`src/rtl/id_queue.sv`:
```
// rtl/id_queue.sv - decode-stage instruction queue with load-use stall and issue register; ID_BRANCH_RESOLVE_EN adds branch resolution
module id_queue #(
  parameter int XLEN    = 32,
  parameter int DEPTH   = 4,
  parameter int PC_STEP = 1
) (
  input  logic                     clk,
  input  logic                     rst_n,
  input  logic                     if_valid_i,
  output logic                     if_ready_o,
  input  logic [31:0]              if_inst_i,
  input  logic [XLEN-1:0]          if_pc_i,
  input  logic                     flush_i,
  output logic [4:0]               rf_rs1_addr_o,
  output logic [4:0]               rf_rs2_addr_o,
  input  logic [XLEN-1:0]          rf_rs1_data_i,
  input  logic [XLEN-1:0]          rf_rs2_data_i,
  input  logic [4:0]               ex_rd_addr_i,
  input  logic                     ex_is_load_i,
  input  logic                     ex_ready_i,
  output logic                     id_valid_o,
  output logic [31:0]              id_inst_o,
  output logic [XLEN-1:0]          id_pc_o,
  output logic [XLEN-1:0]          id_pc_plus_o,
  output logic [XLEN-1:0]          id_imm_o,
  output logic [XLEN-1:0]          id_rs1_data_o,
  output logic [XLEN-1:0]          id_rs2_data_o,
  output logic [4:0]               id_rd_addr_o,
  output logic [2:0]               id_funct3_o,
  output logic                     hazard_stall_o,
  output logic [$clog2(DEPTH):0]   count_o,
  output logic                     branch_taken_o,
  output logic [XLEN-1:0]          branch_addr_o
);

  localparam int PW = $clog2(DEPTH);
  localparam int CW = PW + 1;
  localparam logic [CW-1:0] DEPTH_C = CW'(DEPTH);

  localparam logic [6:0] OP_LOAD   = 7'b0000011;
  localparam logic [6:0] OP_IMM    = 7'b0010011;
  localparam logic [6:0] OP_JALR   = 7'b1100111;
  localparam logic [6:0] OP_STORE  = 7'b0100011;
  localparam logic [6:0] OP_BRANCH = 7'b1100011;
  localparam logic [6:0] OP_LUI    = 7'b0110111;
  localparam logic [6:0] OP_AUIPC  = 7'b0010111;
  localparam logic [6:0] OP_JAL    = 7'b1101111;

  // Queue storage and bookkeeping
  logic [31:0]     r_inst_mem [DEPTH];
  logic [XLEN-1:0] r_pc_mem   [DEPTH];
  logic [PW-1:0]   r_rd_ptr;
  logic [PW-1:0]   r_wr_ptr;
  logic [CW-1:0]   r_count;

  // Issued bundle
  logic            r_id_valid;
  logic [31:0]     r_id_inst;
  logic [XLEN-1:0] r_id_pc;
  logic [XLEN-1:0] r_id_pc_plus;
  logic [XLEN-1:0] r_id_imm;
  logic [XLEN-1:0] r_id_rs1_data;
  logic [XLEN-1:0] r_id_rs2_data;
  logic [4:0]      r_id_rd_addr;
  logic [2:0]      r_id_funct3;

  logic            w_empty;
  logic [31:0]     w_head_inst;
  logic [XLEN-1:0] w_head_pc;
  logic [XLEN-1:0] w_imm;
  logic            w_hazard;
  logic            w_push;
  logic            w_out_free;
  logic            w_issue;
  logic            w_redirect;

  // Sign-extended immediate of the head instruction, selected by opcode format
  function automatic logic [XLEN-1:0] f_imm(input logic [31:0] inst);
    logic signed [31:0] v;
    v = '0;
    case (inst[6:0])
      OP_LOAD, OP_IMM, OP_JALR: v = {{20{inst[31]}}, inst[31:20]};
      OP_STORE:                 v = {{20{inst[31]}}, inst[31:25], inst[11:7]};
      OP_BRANCH:                v = {{19{inst[31]}}, inst[31], inst[7], inst[30:25], inst[11:8], 1'b0};
      OP_LUI, OP_AUIPC:         v = {inst[31:12], 12'b0};
      OP_JAL:                   v = {{11{inst[31]}}, inst[31], inst[19:12], inst[20], inst[30:21], 1'b0};
      default:                  v = '0;
    endcase
    return XLEN'(v);
  endfunction

  assign w_empty     = (r_count == '0);
  assign w_head_inst = r_inst_mem[r_rd_ptr];
  assign w_head_pc   = r_pc_mem[r_rd_ptr];
  assign w_imm       = f_imm(w_head_inst);

  assign rf_rs1_addr_o = w_empty ? 5'd0 : w_head_inst[19:15];
  assign rf_rs2_addr_o = w_empty ? 5'd0 : w_head_inst[24:20];

  // Load-use: the head would read a register the EX-stage load has not produced yet
  assign w_hazard = !w_empty && ex_is_load_i && (ex_rd_addr_i != 5'd0) &&
                    ((ex_rd_addr_i == w_head_inst[19:15]) || (ex_rd_addr_i == w_head_inst[24:20]));
  assign hazard_stall_o = w_hazard;

  // Fullness is judged on the registered count only; a same-cycle pop does not free a slot
  assign if_ready_o = (r_count < DEPTH_C) && !flush_i;
  assign w_push     = if_valid_i && if_ready_o;
  assign w_out_free = !r_id_valid || ex_ready_i;
  assign w_issue    = w_out_free && !w_empty && !w_hazard && !flush_i;

`ifdef ID_BRANCH_RESOLVE_EN
  logic            r_branch_taken;
  logic [XLEN-1:0] r_branch_addr;

  // Conditional branch outcome on the operands being captured; JAL always redirects
  function automatic logic f_br_taken(input logic [31:0] inst,
                                      input logic [XLEN-1:0] a,
                                      input logic [XLEN-1:0] b);
    logic t;
    t = 1'b0;
    if (inst[6:0] == OP_JAL) begin
      t = 1'b1;
    end else if (inst[6:0] == OP_BRANCH) begin
      case (inst[14:12])
        3'b000:  t = (a == b);
        3'b001:  t = (a != b);
        3'b100:  t = ($signed(a) <  $signed(b));
        3'b101:  t = ($signed(a) >= $signed(b));
        3'b110:  t = (a <  b);
        3'b111:  t = (a >= b);
        default: t = 1'b0;
      endcase
    end
    return t;
  endfunction

  assign w_redirect = w_issue && f_br_taken(w_head_inst, rf_rs1_data_i, rf_rs2_data_i);

  // One-cycle redirect pulse; target is kept until the next taken branch
  always_ff @(posedge clk or negedge rst_n) begin
    if (!rst_n) begin
      r_branch_taken <= 1'b0;
      r_branch_addr  <= '0;
    end else if (flush_i) begin
      r_branch_taken <= 1'b0;
    end else begin
      r_branch_taken <= w_redirect;
      if (w_redirect) begin
        r_branch_addr <= w_head_pc + w_imm;
      end
    end
  end

  assign branch_taken_o = r_branch_taken;
  assign branch_addr_o  = r_branch_addr;
`else
  assign w_redirect     = 1'b0;
  assign branch_taken_o = 1'b0;
  assign branch_addr_o  = '0;
`endif

  // Write accepted fetches into the slot at the write pointer
  always_ff @(posedge clk) begin
    if (w_push) begin
      r_inst_mem[r_wr_ptr] <= if_inst_i;
      r_pc_mem[r_wr_ptr]   <= if_pc_i;
    end
  end

  // Pointer and occupancy tracking; flush or a taken redirect drops everything queued
  always_ff @(posedge clk or negedge rst_n) begin
    if (!rst_n) begin
      r_rd_ptr <= '0;
      r_wr_ptr <= '0;
      r_count  <= '0;
    end else if (flush_i || w_redirect) begin
      r_rd_ptr <= '0;
      r_wr_ptr <= '0;
      r_count  <= '0;
    end else begin
      if (w_push) begin
        r_wr_ptr <= r_wr_ptr + PW'(1);
      end
      if (w_issue) begin
        r_rd_ptr <= r_rd_ptr + PW'(1);
      end
      r_count <= r_count + CW'(w_push) - CW'(w_issue);
    end
  end

  // Issue register: loads the head when the slot is free, otherwise holds the bundle
  always_ff @(posedge clk or negedge rst_n) begin
    if (!rst_n) begin
      r_id_valid    <= 1'b0;
      r_id_inst     <= '0;
      r_id_pc       <= '0;
      r_id_pc_plus  <= '0;
      r_id_imm      <= '0;
      r_id_rs1_data <= '0;
      r_id_rs2_data <= '0;
      r_id_rd_addr  <= '0;
      r_id_funct3   <= '0;
    end else if (flush_i) begin
      r_id_valid <= 1'b0;
    end else if (w_out_free) begin
      r_id_valid <= w_issue;
      if (w_issue) begin
        r_id_inst     <= w_head_inst;
        r_id_pc       <= w_head_pc;
        r_id_pc_plus  <= w_head_pc + XLEN'(PC_STEP);
        r_id_imm      <= w_imm;
        r_id_rs1_data <= rf_rs1_data_i;
        r_id_rs2_data <= rf_rs2_data_i;
        r_id_rd_addr  <= w_head_inst[11:7];
        r_id_funct3   <= w_head_inst[14:12];
      end
    end
  end

  assign id_valid_o    = r_id_valid;
  assign id_inst_o     = r_id_inst;
  assign id_pc_o       = r_id_pc;
  assign id_pc_plus_o  = r_id_pc_plus;
  assign id_imm_o      = r_id_imm;
  assign id_rs1_data_o = r_id_rs1_data;
  assign id_rs2_data_o = r_id_rs2_data;
  assign id_rd_addr_o  = r_id_rd_addr;
  assign id_funct3_o   = r_id_funct3;
  assign count_o       = r_count;

endmodule
```
`config.mk`:
```
export PLATFORM = sky130hd
export DESIGN_NAME = id_queue
export DESIGN_NICKNAME = d
export VERILOG_FILES = /design/src/rtl/id_queue.sv
export SDC_FILE = /design/constraint.sdc
export NUM_CORES = 1
export LEC_CHECK = 0
export ABC_AREA = 1
export CORE_MARGIN = 2
export CORE_UTILIZATION = 53
export DETAILED_ROUTE_END_ITERATION = 12
export GPL_TIMING_DRIVEN = 0
export PLACE_DENSITY = 0.81
export SLEW_MARGIN = 20
export SYNTH_ARGS = -nofsm -noshare
export SYNTH_HDL_FRONTEND = slang
export SYNTH_SLANG_ARGS = --single-unit
```
`constraint.sdc`:
```
create_clock -name clk -period 4.8 [get_ports clk]
set_clock_uncertainty 0.15 [all_clocks]
set_input_delay 0.96 -clock clk [delete_from_list [all_inputs] [get_ports clk]]
set_output_delay 0.96 -clock clk [all_outputs]
set_load 0.01 [all_outputs]
```
== Word-level counts from Yosys, hierarchy flattened ==
Memory sizes are Yosys's and may differ from the RTL's.
Cells that the tools add are included.
Widths: inputs -> output; s select.

* Memories kept: 2
* Bits in writable memories: 256
* Input port bits: 139
* Word-level logic and storage cells: 65
* Output and inout port bits: 249
* Register bits: 208

{| class="wikitable"
|+ Memory list
! name !! depth !! width !! rd ports !! clocked after memory_dff !! wr ports !! RTL line !! text
|-
| r_inst_mem || 4 || 32 || 1 || 0 || 1 || 50 || <nowiki>logic [31:0] r_inst_mem [DEPTH];</nowiki>
|-
| r_pc_mem || 4 || 32 || 1 || 0 || 1 || 51 || <nowiki>logic [XLEN-1:0] r_pc_mem [DEPTH];</nowiki>
|}

* Add/sub/neg operators: 5
* Mux-type cells: 12
* Magnitude comparators: 1
* Bitwise operators: 1
* Eq/ne operators: 10
* Reduce and logical (&&, ||, !) cells: 22

{| class="wikitable"
|+ Operators by type and width
! operator !! count
|-
| $pmux 32 s5 || 1
|-
| $add 32x1->32 const B || 1
|-
| $eq 7x7->1 const B || 3
|-
| $eq 7x5->1 const B || 2
|-
| $eq 7x6->1 const B || 2
|-
| $eq 5x5->1 || 2
|-
| $mux 5 || 2
|-
| $logic_and 1x1->1 || 8
|-
| $mux 2 || 4
|-
| $eq 7x2->1 const B || 1
|-
| $reduce_bool 2->1 || 3
|-
| $reduce_bool 5->1 || 1
|-
| $add 2x1->2 const B || 2
|-
| $logic_not 1->1 || 4
|-
| $mux 1 || 4
|-
| $add 3x1->3 || 1
|-
| $logic_not 3->1 || 1
|-
| $lt 3x3->1 const B || 1
|-
| $mux 3 || 1
|-
| $reduce_and 3->1 || 1
|-
| $reduce_or 3->1 || 1
|-
| $sub 3x1->3 || 1
|-
| $logic_or 1x1->1 || 2
|-
| $reduce_or 2->1 || 1
|-
| $not 1->1 || 1
|}

== Logic depth before layout (Yosys ltp) ==
Gate-level depths: netlist of run 1.

* Depth after elaboration: 10
* Mapped depth: 23
* Depth with buffers taken out: 20

== Least setup slack after synthesis of run 1 ==
No wires, ideal clock.

* Path kind: input to register
* Start: input flush_i
* End: memory r_inst_mem[0][0] (enable)
* Setup slack: 0.038 ns
* Required time: 4.163 ns
* Arrival: 4.125 ns
* Buffers on the path: 0
* Library setup time: 0.487 ns
* Stages on the path: 3
* Cell sequence: nor2_1 > nand2_1 > nor2_1

* Longest elaborated chain between the ends: 5

{| class="wikitable"
|+ Ends and longest elaborated chain
! item !! RTL line !! text
|-
| from (decl) || 13 || <nowiki>input logic flush_i,</nowiki>
|-
| $logic_not 1->1 || 106 || <nowiki>assign if_ready_o = (r_count < DEPTH_C) && !flush_i;</nowiki>
|-
| $logic_and 1x1->1 || 106 ||
|-
| $logic_and 1x1->1 || 107 || <nowiki>assign w_push = if_valid_i && if_ready_o;</nowiki>
|-
| $mux 1 || 164 || <nowiki>if (w_push) begin</nowiki>
|-
| $mux 1 (not written as such) || 165 || <nowiki>r_inst_mem[r_wr_ptr] <= if_inst_i;</nowiki>
|-
| to (decl) || 50 ||
|}

Every way passes these cells.

== Final worst setup path of run 1 ==
* Start: register r_rd_ptr[0]
* End: output hazard_stall_o

* Longest elaborated chain between the ends: 4
* Elaborated cells between the ends (all ways): 5
* Those cells by class: eq/ne: 2; reduce/logical: 2; memory: 1

{| class="wikitable"
|+ Ends and longest elaborated chain
! item !! RTL line !! text
|-
| from (decl) || 52 || <nowiki>logic [PW-1:0] r_rd_ptr;</nowiki>
|-
| from (signal assigned) || 185 || <nowiki>r_rd_ptr <= r_rd_ptr + PW'(1);</nowiki>
|-
| $mem_v2 4x32 * || -- ||
|-
| $eq 5x5->1 || 102 || <nowiki>((ex_rd_addr_i == w_head_inst[19:15]) || (ex_rd_addr_i == w_head_inst[24:20]));</nowiki>
|-
| $logic_or 1x1->1 * || 102 ||
|-
| $logic_and 1x1->1 * || 101 || <nowiki>assign w_hazard = !w_empty && ex_is_load_i && (ex_rd_addr_i != 5'd0) &&</nowiki>
|-
| to (decl) || 30 || <nowiki>output logic hazard_stall_o,</nowiki>
|}

Every way passes the cells marked *; elsewhere a longest branch is shown, timed or not.

==> metrics.yaml, run 1 <==
clock_tree:
  clock-sinks: 456
  root_buffer: "clkbuf_16"
  cts_tree: "done"
  cts_buffer_depth: 3
  postCtsSetupRepairBufs: 0
  cts_buffers: 46
  holdBufCountCts: 0
  cts-resized-gates: 0
  clock_latency_ps: 580
  clk_pin_slew_ps: 60
  htreeDepth: 2
critical_path:
  crit_family: "buffers and inverters"
  end_kind: "output pin"
  slowest_delay_ps: 580
  crit_required_ps: 3690
  path_common_cell: "nand2_1"
  critPathBufInv: 6
  crit_fanout: 10
  path_cells: "inv_2, clkbuf_4, nand2_1, nand3_1, nand2_1, nand2_1, nand2_1, nor2_1, nand3_1, nand2_2, nand2_2, buf_6, buf_2, inv_1, clkdlybuf4s50_1"
  path_class: "reg -> out"
  startpoint_type: "register"
  crit_slowest_cell: "clkdlybuf4s50_1"
  arrival_ps: 3540
finish:
  drive_above_1_share_pct: 8.74
  fill_cells: 2871
  instances_no_fill: 3285
  areaGrowthSynthToFinish_pct: 29.7
  seq_area_um2: 12700
  fin_nets: 2869
  multi_input_area_um2: 6910
  final_cell_area_um2: 27100
detailed_routing:
  ant_nets: 0
  vias: 18000
  post_drt_wl_per_cell_um: 21.1
  route.detailed.drc: 0
  totalWireLength_um: 69400
  dr.pass1.iters: 7
  first_iter_violations: 1578
  via_per_inst: 5.47
place:
  io_buffers: 354
  placed_cells: 3192
  dpl_cell_area_um2: 25500
  gp_congestion: 0.966
  dpl.hpwl_um: 52200
floorplanning:
  die_h_um: 202
  initial_core_util_pct: 53.9
  fp.dieArea_um2: 41000
  die_w_um: 202
  io_pins: 388
  core_area_um2: 38700
  rows: 72
timing:
  rsz0062_at_grt: "no"
  finalCriticalPeriod_ps: 4650
  report.final.slew_viol_count: 0
  max_slew.worst_pin.slew_ps: 978
  setup_viol: 0
  hold_viol: 0
  post-route-period-util_pct: 97.0
  relSlewSlack_pct: 34.8
  timing.fmax_ghz: 0.215
power_and_ir_drop:
  power_uw: 16900
  power_density_nw_per_um2: 624
  p_leak_uw: 0.0123
  vdd_ir_drop_max_mv: 0.395
logic_synthesis:
  yosysTopAreaCell: "edfxtp_1"
  synth_edf_count: 256
  syn_inst: 2274
  synthArstFlopShare_pct: 43.9
  synth_area_leaders: "edfxtp_1, dfrtp_1, nand2_1"
  ys_ff_latch: 456
  ys_seq_area_share_pct: 60.8
  yosys_warnings: 0
  ys_types: 36
  synth_most_common_cell: "nand2_1"
  synth_commonest_cells: "nand2_1, edfxtp_1, dfrtp_1, nand3_1, nand4_1"
  netlist_area_um2: 20900
  yosysTopAreaCellShare_pct: 36.8
  synth_flop_cell: "edfxtp_1"
  avgSynthCellArea_um2: 9.18
global_routing:
  grt_pass1_vias: 17100
  grt_pass1_wl_um: 103000
  grt_antenna_before_repair: 6
  grtUsageTotal_pct: 33.6
  grt_max_degree: 82
  overflow: 0
hold_path:
  worstHoldPathType: "in -> async"
run:
  drv_cap: 0
status:
  status: "completed"
sequential cells by signal (all words and copies together) (netlist names), 32 cells and up:
register       cells
id_pc_plus_o      32
id_rs1_data_o     32
id_inst_o         32
id_pc_o           32
r_inst_mem       128
id_rs2_data_o     32
r_pc_mem         128
id_imm_o          32
cell usage in the layout (no fill, tap or decap), types with 39 or more instances in the layout:
master           instances
buf_2                   39
clkbuf_16               52
nand3_1                183
clkbuf_1                52
nand4_1                147
dfrtp_1                200
edfxtp_1               256
nor2_1                 128
clkdlybuf4s50_1        353
nand2_1                973
inv_1                   92
buf_4                   71
final timing paths:
| kind | cells after the start | to | slack [ps] | from |
|---|---|---|---|---|
| worst max-delay path | 15 | hazard_stall_o | 150 | r_rd_ptr[0]$_DFFE_PN0P_ |
| worst min-delay path | 1 | id_rs1_data_o[18]$_DFFE_PN0P_ | 110 | rst_n |
| worst max register to register | 22 | count_o[2]$_DFF_PN0_ | 640 | r_rd_ptr[0]$_DFFE_PN0P_ |
| worst min register to register | 2 | id_rs1_data_o[10]$_DFFE_PN0P_ | 320 | id_rs1_data_o[10]$_DFFE_PN0P_ |
| max in group asynchronous | 2 | id_valid_o$_DFFE_PN0P_ | 3610 | rst_n |
| min in group clk | 2 | id_rs1_data_o[10]$_DFFE_PN0P_ | 320 | id_rs1_data_o[10]$_DFFE_PN0P_ |
report_power, final:
part,internal (uW),total [uW],switching [uW],leakage (uW)
clock network,2090,3610,1520,0.000761
logic,2970,7600,4630,0.00667
registers,5070,5680,615,0.00486
total,10100,16900,6770,0.0123
per-layer routing:
layer,wire length (um),vias to the layer above,GRT usage [%]
met1,26600,8561,42.4
met5,0,-,0
li1,-,8362,-
met4,2830,0,13.4
met3,5220,151,5.04
met2,34700,891,58.3
kinds of logic after synthesis:
kind of cell / after synthesis / synth area share [%]
buf+inv: 269 / 6.80
flops: 456 / 60.8
simple gates: 1472 / 29.9
compound gates: 56 / 1.50
fa+ha+maj: 8 / 0.515
other cells: 1 / 0.0180
xor+xnor: 12 / 0.504
through the flow:
| step | util, % | TNS [ps] | hold slack [ps] | worst slack (ps) |
|---|---|---|---|---|
| 6_report | 69.9 | 0 | 110 | 145 |
| 5_1_grt | 69.9 | 0 | 118 | 0.988 |
| 4_1_cts | 69.8 | 0 | 101 | 16.7 |
| 3_5_place_dp | 65.9 | 0 | 307 | 172 |
| 3_3_place_gp | 65.0 | -1812860 | 304 | -5620 |
| 2_1_floorplan | - | 0 | 357 | 38.2 |
area by class of cell:
class | count | share of cell area (%)
Timing Repair Buffer | 368 | 14.2
Multi-Input combinational cell | 1581 | 25.5
Antenna cell | 8 | 0.0739
Buffer | 170 | 3.91
Clock buffer | 66 | 5.15
Clock inverter | 19 | 0.513
Tap cell | 518 | 2.39
Inverter | 99 | 1.37
Sequential cell | 456 | 46.9
(Power assumes the default switching activity.)
==> run 2, diff against run 1 <==
Settings changed: CORE_UTILIZATION 53 to 55, PLACE_DENSITY 0.81 to 0.83.
Clock period 4.8 ns to 5.55 ns, I/O delays scaled along.
==> run 2 against run 1 <==
Against the previous run: count of clock-buffer cells in the layout grew 4; cell count about the same; global-route usage is 1.4 points higher; combinational power fell by 14%; die area decreased by 3.6%; non-clock buffer count stayed put.
==> metrics.yaml, run 2 (synthesis results as in run 1) <==
finish:
  drive_above_1_share_pct: 8.58  # -0.15 points
  fin_nets: 2870  # +0.035%
  final_cell_mix: "nand2_1, clkdlybuf4s50_1, edfxtp_1, dfrtp_1, nand3_1"
  areaGrowthSynthToFinish_pct: 29.5
  final_util_pct: 72.1  # +2.2 points
  top_regs: "r_inst_mem x128, r_pc_mem x128"
  layout_commonest_cell: "nand2_1"
detailed_routing:
  vias: 18400  # +2.3%
  routed-wl-met3_um: 6230  # +19%
  met2_length_um: 34300  # -1.4%
  dr.max_layer_used: "met5"
  first_iter_violations: 1629  # +3.2%
  ant_nets: 0  # unchanged
  via_per_inst: 5.59  # +2.2%
  post_drt_wl_per_cell_um: 21.3  # +0.70%
  dr.pass1.iters: 6  # -1
  route.detailed.drc: 0  # unchanged
  totalWireLength_um: 69900  # +0.80%
  wl_met1_um: 25600  # -3.8%
clock_tree:
  cts-resized-gates: 0  # unchanged
  clock-sinks: 456  # unchanged
  cts_tree: "done"
  postCtsSetupRepairBufs: 0  # unchanged
  holdBufCountCts: 0  # unchanged
  htreeDepth: 2  # unchanged
  clock_latency_ps: 600  # +20 ps
  cts_buffer_depth: 3  # unchanged
  root_buffer: "clkbuf_16"
  clk_pin_slew_ps: 60  # about the same
  cts_buffers: 47  # +2.2%
timing:
  hold_viol: 0  # unchanged
  max_slew.worst_pin.slew_ps: 992  # +14.8 ps
  timing.fmax_ghz: 0.203
  rsz0062_at_grt: "no"
  finalCriticalPeriod_ps: 4940
  relSlewSlack_pct: 33.8  # -0.98 points
  whs_ps: 261  # +151 ps
  report.final.slew_viol_count: 0  # unchanged
  setup_viol: 0  # unchanged
  post-route-period-util_pct: 89.0
floorplanning:
  die_h_um: 199  # -1.8%
  rows: 71  # -1.4%
  io_pins: 388  # unchanged
  fp.dieArea_um2: 39500  # -3.6%
  initial_core_util_pct: 55.7  # +1.8 points
  core_area_um2: 37500  # -3.2%
  die_w_um: 199  # -1.8%
critical_path:
  slowest_delay_ps: 520  # -60 ps
  end_kind: "output pin"
  timing.rr.start: "r_rd_ptr[0]$_DFFE_PN0P_"
  arrival_ps: 3680  # +140 ps
  path_class: "reg -> out"
  crit_slowest_cell: "clkdlybuf4s50_1"
  path_common_cell: "nand2_1"
  path_cells: "inv_2, buf_2, nand2_1, nand3_1, nand2_1, inv_2, nand2_1, nand2_1, nor2_1, nand2_1, nand2_2, nand2_2, buf_2, buf_2, inv_1, clkdlybuf4s50_1"
  crit_required_ps: 4290  # +600 ps
  crit_start: "r_rd_ptr[0]$_DFFE_PN0P_"
  startpoint_type: "register"
  crit_fanout: 10  # unchanged
power_and_ir_drop:
  power_density_nw_per_um2: 537  # -14%
  clockPowerShare_pct: 20.7  # -0.7 points
  vdd_ir_drop_max_mv: 0.318  # -19%
  seq_power_share_pct: 34.1  # +0.5 points
  switching_share_pct: 40.6  # +0.54 points
  p_switching_uw: 5890  # -13%
  combPwrFrac_pct: 45.2  # +0.2 points
  p_int_uw: 8620  # -15%
  p_leak_uw: 0.0122  # -0.36%
status:
  status: "completed"
place:
  io_buffers: 354  # unchanged
  gp_congestion: 0.958  # -0.88%
  dpl.hpwl_um: 52300  # +0.23%
global_routing:
  grt_antenna_before_repair: 14  # +8
  overflow: 0  # unchanged
  grt_max_degree: 87  # +6.1%
  grtUsageTotal_pct: 34.9  # +1.4 points
  grt_pass1_vias: 17100  # +0.16%
  grt_pass1_wl_um: 102000  # -1.4%
hold_path:
  worstHoldPathType: "in -> async"
run:
  drv_cap: 0  # unchanged
[run 2: cell count changes in the layout (fill, tap and decap cells not counted), sizes merged]
cell      previous run  this run
diode                8        15
buf                141       143
clkbuf             110       112
bufinv               1         0
clkinv              15        14
clkinvlp             0         1
[run 2: metal layers]
layer / vias up / GRT usage, %
li1: 8367 / -
met4: 8 / 19.5
met1: 8724 / 42.6
met5: - / 0
met2: 1058 / 58.7
met3: 213 / 6.65
[run 2: power groups by stage]
stage	Combinational (uW)	Clock [uW]	Sequential [uW]
after CTS	6490	3020	4940
after global placement	6260	0	4990
after detailed placement	6450	0	4990
after floorplan	3080	0	5130
after global routing	7070	3160	5010
final	6560	3000	4950
[run 2: path summary, 6_finish.rpt]
check,to,slack (ps),cells after the start
worst max-delay path,hazard_stall_o,610,16
worst min-delay path,id_rs1_data_o[16]$_DFFE_PN0P_,260,1
worst max register to register,count_o[2]$_DFF_PN0_,1480,22
worst min register to register,id_rs2_data_o[10]$_DFFE_PN0P_,320,2
max in group asynchronous,r_wr_ptr[0]$_DFFE_PN0P_,4160,2
min in group clk,id_rs2_data_o[10]$_DFFE_PN0P_,320,2
[run 2: critical path: cells and delay by family (launching register included)]
family	cells	cell delay (ps)
DFF	1	420
buffers and inverters	7	1710
and+or+nand+nor	9	910
[run 2: per-stage QoR]
| stage | TNS (ps) | cells | setup slack (ps) | power, uW | instance area, um2 |
|---|---|---|---|---|---|
| 2_1_floorplan | 0 | 2306 | 638 | 8210 | 21000 |
| 3_3_place_gp | -1539520 | 3171 | -4990 | 11300 | 25200 |
| 3_5_place_dp | 0 | 3185 | 701 | 11400 | 25500 |
| 4_1_cts | 0 | 3273 | 664 | 14500 | 27000 |
| 5_1_grt | 0 | 3284 | 508 | 15200 | 27000 |
| 6_report | 0 | 3288 | 613 | 14500 | 27000 |
[run 2: layout make-up]
| class | count | area (um2) |
|---|---|---|
| Sequential cell | 456 | 12700 |
| Multi-Input combinational cell | 1581 | 6910 |
| Fill cell | 2743 | 10500 |
| Antenna cell | 15 | 37.5 |
| Clock inverter | 18 | 141 |
| Inverter | 99 | 372 |
| Tap cell | 511 | 639 |
| Clock buffer | 70 | 1320 |
| Timing Repair Buffer | 368 | 3870 |
| Buffer | 170 | 1050 |
